## config.mk

```make
export PLATFORM = sky130hd
export DESIGN_NAME = usbfs_packet_parser
export DESIGN_NICKNAME = d
export VERILOG_FILES = /design/src/rtl/usbfs_packet_parser.sv
export SDC_FILE = /design/constraint.sdc
export NUM_CORES = 1
export LEC_CHECK = 0
export CAP_MARGIN = 5
export CORE_MARGIN = 2
export CORE_UTILIZATION = 55
export CTS_BUF_LIST = sky130_fd_sc_hd__clkbuf_8
export DETAILED_ROUTE_END_ITERATION = 12
export GPL_ROUTABILITY_DRIVEN = 0
export PLACE_DENSITY = 0.83
export SYNTH_ARGS = -nofsm -noshare
export SYNTH_HDL_FRONTEND = slang
export SYNTH_SLANG_ARGS = --single-unit
export TNS_END_PERCENT = 1
```

## constraint.sdc

```tcl
create_clock -name clk -period 5.05 [get_ports clk]
set_clock_uncertainty 0.15 [all_clocks]
set_input_delay 1.01 -clock clk [delete_from_list [all_inputs] [get_ports clk]]
set_output_delay 1.01 -clock clk [all_outputs]
set_load 0.05 [all_outputs]
```

## src/rtl/usbfs_packet_parser.sv

```systemverilog
// USB full-speed packet parser: consumes de-stuffed bits LSB-first and classifies each packet by PID.
// It extracts token/SOF fields, streams data payload and reports a per-packet status at end of packet.
module usbfs_packet_parser #(
  parameter int MAX_DATA  = 64,
  parameter int STRIP_CRC = 1,
  parameter int LW        = $clog2(MAX_DATA + 1)
) (
  input  logic          clk,
  input  logic          rstn,
  input  logic          rx_sta,
  input  logic          rx_ena,
  input  logic          rx_bit,
  input  logic          rx_fin,
  output logic [3:0]    rp_pid,
  output logic [6:0]    rp_addr,
  output logic [3:0]    rp_endp,
  output logic [10:0]   rp_frame,
  output logic          rp_byte_en,
  output logic [7:0]    rp_byte,
  output logic          rp_fin,
  output logic          rp_okay,
  output logic [3:0]    rp_err,
  output logic [LW-1:0] rp_len
);

  typedef enum logic [1:0] {S_IDLE = 2'd0, S_PID = 2'd1, S_BODY = 2'd2} state_t;

  state_t        state_q, state_d;
  logic [2:0]    bcnt_q, bcnt_d;
  logic [7:0]    sh_q, sh_d;
  logic [10:0]   nbody_q, nbody_d;
  logic          pid_ok_q, pid_ok_d;
  logic          ovf_q, ovf_d;
  logic [4:0]    crc5_q, crc5_d;
  logic [15:0]   crc16_q, crc16_d;
  logic [7:0]    b0_q, b0_d;
  logic [7:0]    dl0_q, dl0_d;
  logic [7:0]    dl1_q, dl1_d;
  logic [LW-1:0] ecnt_q, ecnt_d;
  logic [3:0]    pid_q, pid_d;
  logic [6:0]    addr_q, addr_d;
  logic [3:0]    endp_q, endp_d;
  logic [10:0]   frame_q, frame_d;
  logic          byte_en_q, byte_en_d;
  logic [7:0]    byte_q, byte_d;
  logic          fin_q, fin_d;
  logic          okay_q, okay_d;
  logic [3:0]    err_q, err_d;
  logic [LW-1:0] len_q, len_d;

  logic          take_bit;
  logic [7:0]    new_sh;
  logic [4:0]    crc5_nx;
  logic [15:0]   crc16_nx;
  logic          emit_req;
  logic [7:0]    emit_byte;
  logic          cap;

  assign take_bit = rx_ena && (state_q != S_IDLE);
  assign new_sh   = {rx_bit, sh_q[7:1]};
  assign crc5_nx  = {crc5_q[3:0], 1'b0} ^ (5'h05 & {5{crc5_q[4] ^ rx_bit}});
  assign crc16_nx = {crc16_q[14:0], 1'b0} ^ (16'h8005 & {16{crc16_q[15] ^ rx_bit}});
  assign cap      = (ecnt_q == LW'(MAX_DATA));

  // With stripping, a byte is released only once two newer bytes exist, so the CRC pair never leaves.
  generate
    if (STRIP_CRC != 0) begin : g_strip
      assign emit_req  = (nbody_q >= 11'd2);
      assign emit_byte = dl1_q;
    end else begin : g_pass
      assign emit_req  = 1'b1;
      assign emit_byte = new_sh;
    end
  endgenerate

  always_comb begin
    logic [1:0] cls;
    logic       e_len, e_align, e_crc, e_pid;
    state_d   = state_q;
    bcnt_d    = bcnt_q;
    sh_d      = sh_q;
    nbody_d   = nbody_q;
    pid_ok_d  = pid_ok_q;
    ovf_d     = ovf_q;
    crc5_d    = crc5_q;
    crc16_d   = crc16_q;
    b0_d      = b0_q;
    dl0_d     = dl0_q;
    dl1_d     = dl1_q;
    ecnt_d    = ecnt_q;
    pid_d     = pid_q;
    addr_d    = addr_q;
    endp_d    = endp_q;
    frame_d   = frame_q;
    byte_en_d = 1'b0;
    byte_d    = byte_q;
    fin_d     = 1'b0;
    okay_d    = okay_q;
    err_d     = err_q;
    len_d     = len_q;
    cls       = 2'b00;
    e_len     = 1'b0;
    e_align   = 1'b0;
    e_crc     = 1'b0;
    e_pid     = 1'b0;

    if (rx_sta) begin
      state_d  = S_PID;
      bcnt_d   = 3'd0;
      sh_d     = 8'h00;
      nbody_d  = 11'd0;
      pid_ok_d = 1'b0;
      ovf_d    = 1'b0;
      crc5_d   = 5'h1F;
      crc16_d  = 16'hFFFF;
      b0_d     = 8'h00;
      dl0_d    = 8'h00;
      dl1_d    = 8'h00;
      ecnt_d   = '0;
      pid_d    = 4'h0;
      okay_d   = 1'b0;
      err_d    = 4'h0;
      len_d    = '0;
    end else begin
      if (take_bit) begin
        sh_d   = new_sh;
        bcnt_d = bcnt_q + 3'd1;
        if (state_q == S_BODY) begin
          crc5_d  = crc5_nx;
          crc16_d = crc16_nx;
        end
        if (bcnt_q == 3'd7) begin
          if (state_q == S_PID) begin
            state_d = S_BODY;
            if (new_sh[7:4] == ~new_sh[3:0]) begin
              pid_ok_d = 1'b1;
              pid_d    = new_sh[3:0];
            end
          end else begin
            nbody_d = (&nbody_q) ? nbody_q : nbody_q + 11'd1;
            dl0_d   = new_sh;
            dl1_d   = dl0_q;
            if (nbody_q == 11'd0) b0_d = new_sh;
            // Token fields span body bits [10:0]: all of byte 0 plus the low 3 bits of byte 1.
            if (pid_ok_q && pid_q[1:0] == 2'b01 && nbody_q == 11'd1) begin
              if (pid_q == 4'b0101) begin
                frame_d = {new_sh[2:0], b0_q};
              end else begin
                addr_d = b0_q[6:0];
                endp_d = {new_sh[2:0], b0_q[7]};
              end
            end
            if (pid_ok_q && pid_q[1:0] == 2'b11 && emit_req) begin
              if (cap) begin
                ovf_d = 1'b1;
              end else begin
                byte_en_d = 1'b1;
                byte_d    = emit_byte;
                ecnt_d    = ecnt_q + LW'(1);
              end
            end
          end
        end
      end

      // Finalise from the post-bit values so a bit arriving with rx_fin is counted.
      if (rx_fin && state_q != S_IDLE) begin
        state_d = S_IDLE;
        fin_d   = 1'b1;
        cls     = pid_d[1:0];
        e_pid   = !pid_ok_d || (cls == 2'b00);
        e_align = (bcnt_d != 3'd0);
        e_len   = ovf_d;
        if (pid_ok_d) begin
          case (cls)
            2'b01: begin
              e_len = e_len | (nbody_d != 11'd2);
              e_crc = (crc5_d != 5'h0C);
            end
            2'b10: e_len = e_len | (nbody_d != 11'd0);
            2'b11: begin
              e_len = e_len | (nbody_d < 11'd2);
              e_crc = (crc16_d != 16'h800D);
            end
            default: ;
          endcase
        end
        err_d  = {e_len, e_align, e_crc, e_pid};
        okay_d = !(e_len || e_align || e_crc || e_pid);
        len_d  = ecnt_d;
      end
    end
  end

  always_ff @(posedge clk) begin
    if (!rstn) begin
      state_q   <= S_IDLE;
      bcnt_q    <= 3'd0;
      sh_q      <= 8'h00;
      nbody_q   <= 11'd0;
      pid_ok_q  <= 1'b0;
      ovf_q     <= 1'b0;
      crc5_q    <= 5'h1F;
      crc16_q   <= 16'hFFFF;
      b0_q      <= 8'h00;
      dl0_q     <= 8'h00;
      dl1_q     <= 8'h00;
      ecnt_q    <= '0;
      pid_q     <= 4'h0;
      addr_q    <= 7'h00;
      endp_q    <= 4'h0;
      frame_q   <= 11'h000;
      byte_en_q <= 1'b0;
      byte_q    <= 8'h00;
      fin_q     <= 1'b0;
      okay_q    <= 1'b0;
      err_q     <= 4'h0;
      len_q     <= '0;
    end else begin
      state_q   <= state_d;
      bcnt_q    <= bcnt_d;
      sh_q      <= sh_d;
      nbody_q   <= nbody_d;
      pid_ok_q  <= pid_ok_d;
      ovf_q     <= ovf_d;
      crc5_q    <= crc5_d;
      crc16_q   <= crc16_d;
      b0_q      <= b0_d;
      dl0_q     <= dl0_d;
      dl1_q     <= dl1_d;
      ecnt_q    <= ecnt_d;
      pid_q     <= pid_d;
      addr_q    <= addr_d;
      endp_q    <= endp_d;
      frame_q   <= frame_d;
      byte_en_q <= byte_en_d;
      byte_q    <= byte_d;
      fin_q     <= fin_d;
      okay_q    <= okay_d;
      err_q     <= err_d;
      len_q     <= len_d;
    end
  end

  assign rp_pid     = pid_q;
  assign rp_addr    = addr_q;
  assign rp_endp    = endp_q;
  assign rp_frame   = frame_q;
  assign rp_byte_en = byte_en_q;
  assign rp_byte    = byte_q;
  assign rp_fin     = fin_q;
  assign rp_okay    = okay_q;
  assign rp_err     = err_q;
  assign rp_len     = len_q;

endmodule

```

==> out/results.ini <==
[route]
ant_nets = 0
routed_wl_mm = 11.7
drc = 0
top_layer = met4
wirelength_met1_mm = 5.16
drt_first_pass_iters = 5
met3_length_um = 622
num_vias = 4445
wire_per_inst_um = 14.6
met2_length_mm = 5.74
via_per_inst = 5.54
first_iter_violations = 234

[placement]
io_buffers = 53
post-place-cells = 770
hpwlAfterDp_mm = 7.94

[clock_tree]
cts_buffers = 17
cts_tree = yes
cts.hold.buffers_added = 0
clockBufferDepth = 2
ctsHtreeMaxLevel = 4
cts-root-buf = clkbuf_8
clk_pin_slew_worst_paths_ns = 0.08
cts_resized = 0
insertion_delay_ns = 0.44
postCtsSetupBuffers = 0
clock-sinks = 125

[timing]
slew_viol_final = 0
hold_ws_ns = 0.302
period_share_pct = 70.8
setup_viol = 0
relSlewSlack_pct = 27.3
rsz0062_at_grt = no
hold_viol = 0
fmax_mhz = 280
worstMarginPinSlew_ns = 1.09
period_minus_slack_ns = 3.58
setup_tns_ns = 0

[synthesis]
synthFlopType = dfxtp_1
synth_warnings = 0
syn_area_um2 = 5380
synthTopCellsByCount = dfxtp_1 (125), nand2_1 (120), nor2_1 (58)
post_synth_num_cell_types = 56
ys_seq_elements = 125
synth_area_leader_cell = dfxtp_1
synth_top_cell_area_share_pct = 46.5
synth-async-reset-ratio_pct = 0
yosysMostFrequentCell = dfxtp_1
syn-mean-instance-area_um2 = 8.69
synthCells = 619
synth_nets = 633
synth-edff-count = 0
yosysSeqAreaShare_pct = 46.5
synthTopCellsByArea = dfxtp_1 (47%), nand2_1 (8.4%), mux2i_1 (6.5%)

[grt]
antenna_found_initial = 0
grt_pass1_wl_mm = 19.3
grt_usage_pct = 23.2
gr-total-overflow = 0
grt_pass1_vias = 4161
grt_max_degree = 68

[die]
ios = 54
start_util_pct = 55.8
die_width_um = 103
die_area_um2 = 10600
die_y_um = 103
rows = 36
core_um2 = 9640

[setup_path]
cp_cell_sequence = clkdlybuf4s50_1 > and3_1 > and3_1 > a31oi_1 > nor4b_2 > and4_1 > o21ai_0 > a32o_1
required_ns = 5.23
critPathMaxStageDelay_ns = 0.68
setup.worst_path.class = input pin to flop
end_kind = flop
critPathMostFrequentCell = and3_1
crit_arrival_ns = 3.76
critPathLaunchType = input pin
ff2ff_setup_slack_ns = 1.93
crit_start = rx_ena
r2r-start = bcnt_q[0]$_SDFF_PP0_
path_max_fanout = 20
critPathSlowestCell = clkdlybuf4s50_1

[cells_and_area]
antenna_cells = 0
drive_gt1_share_pct = 6.88
postLayoutCoreUtil_pct = 65.9
finalNetCount = 670
instances_no_fill = 802
area.growth.synth_to_final_pct = 18.1

[power_and_ir_drop]
leakagePower_nw = 2.48
ir_drop_mv = 0.182
powerDensity_nw_per_um2 = 308

[outcome]
outcome = finished, final reports clean

[min_path]
hold_path.startpoint = dl0_q[0]$_SDFFE_PP0P_
hold_path_class = flop to flop

[job]
drv_cap = 0

## cells by family after synthesis
kind of cell             synth area share, %
AO/OA/AOI/OAI                           11.1
XOR/XNOR                                3.42
adder cells (fa/ha/maj)                 1.86
buffers and inverters                   3.91
flip-flops                              46.5
multiplexers                            6.80
AND/OR/NAND/NOR                         26.4
## layer usage
metal / vias up / global-route usage [%]
met5: - / 0
met4: 0 / 9.01
met3: 20 / 6.17
met2: 131 / 38.7
met1: 2102 / 28.8
li1: 2192 / -
## worst paths after layout
kind / depth (start not counted) / end
setup / recovery: 8 / rp_okay$_SDFFE_PP0P_
hold / removal: 2 / dl1_q[0]$_SDFFE_PP0P_
setup reg to reg: 9 / rp_okay$_SDFFE_PP0P_
hold reg to reg: 2 / dl1_q[0]$_SDFFE_PP0P_
## power breakdown
group          leakage, nW  internal (mW)  switching (mW)
clock                0.211          0.471           0.441
combinational         1.26         0.0184          0.0370
sequential            1.01          0.988         0.00297
total                 2.48           1.48           0.481
## flip-flops by register name (all words and copies together) (netlist names)
signal	count
rp_okay	1
rp_frame	11
rp_byte_en	1
dl0_q	8
sh_q	7
ovf_q	1
rp_fin	1
ecnt_q	7
rp_pid	4
rp_byte	8
crc16_q	16
rp_len	7
state_q	2
b0_q	8
nbody_q	11
pid_ok_q	1
rp_addr	7
bcnt_q	3
rp_endp	4
dl1_q	8
crc5_q	5
rp_err	4
## metrics by stage
step           worst slack (ns)  instance area, µm²  power (mW)
2_1_floorplan              1.99                5380        1.05
3_3_place_gp               1.08                5930        1.07
3_5_place_dp               1.06                5930        1.07
4_1_cts                    1.51                6350        1.97
5_1_grt                    1.17                6350        2.02
6_report                   1.47                6350        1.96
## critical path, delay by kind of cell
family                 cells  cell delay (ns)
AO/OA/AOI/OAI              3             0.45
buffers and inverters      1             0.68
AND/OR/NAND/NOR            4             1.62
## area by class of cell
class	count	area, µm²
clock buffer	18	248
clock inverter	14	174
fill	791	3290
inverter	7	26.3
multi-input combinational	447	2670
sequential	125	2500
tap	133	166
timing repair buffer	58	568
## layout by cell type, fill, tap and decap left out, types with 3 or more instances in the layout
| master | n |
|---|---|
| xor2_1 | 12 |
| a21boi_1 | 8 |
| nor2_1 | 58 |
| o21ai_0 | 16 |
| and4_1 | 5 |
| nor4_1 | 5 |
| a211oi_1 | 7 |
| xnor2_1 | 9 |
| nand3_1 | 24 |
| and2_1 | 3 |
| nor3_1 | 5 |
| nand4b_1 | 4 |
| o211ai_1 | 6 |
| inv_6 | 7 |
| nor2b_1 | 25 |
| nand2_1 | 120 |
| a31oi_1 | 3 |
| clkdlybuf4s50_1 | 53 |
| o21a_1 | 3 |
| and3_1 | 7 |
| nor3b_1 | 5 |
| clkbuf_8 | 18 |
| ha_1 | 8 |
| nand2b_1 | 5 |
| inv_1 | 7 |
| dfxtp_1 | 125 |
| mux2i_1 | 35 |
| buf_4 | 5 |
| a21oi_1 | 36 |
| nand4_1 | 4 |
No activity file was read; power rests on OpenSTA's default activity.
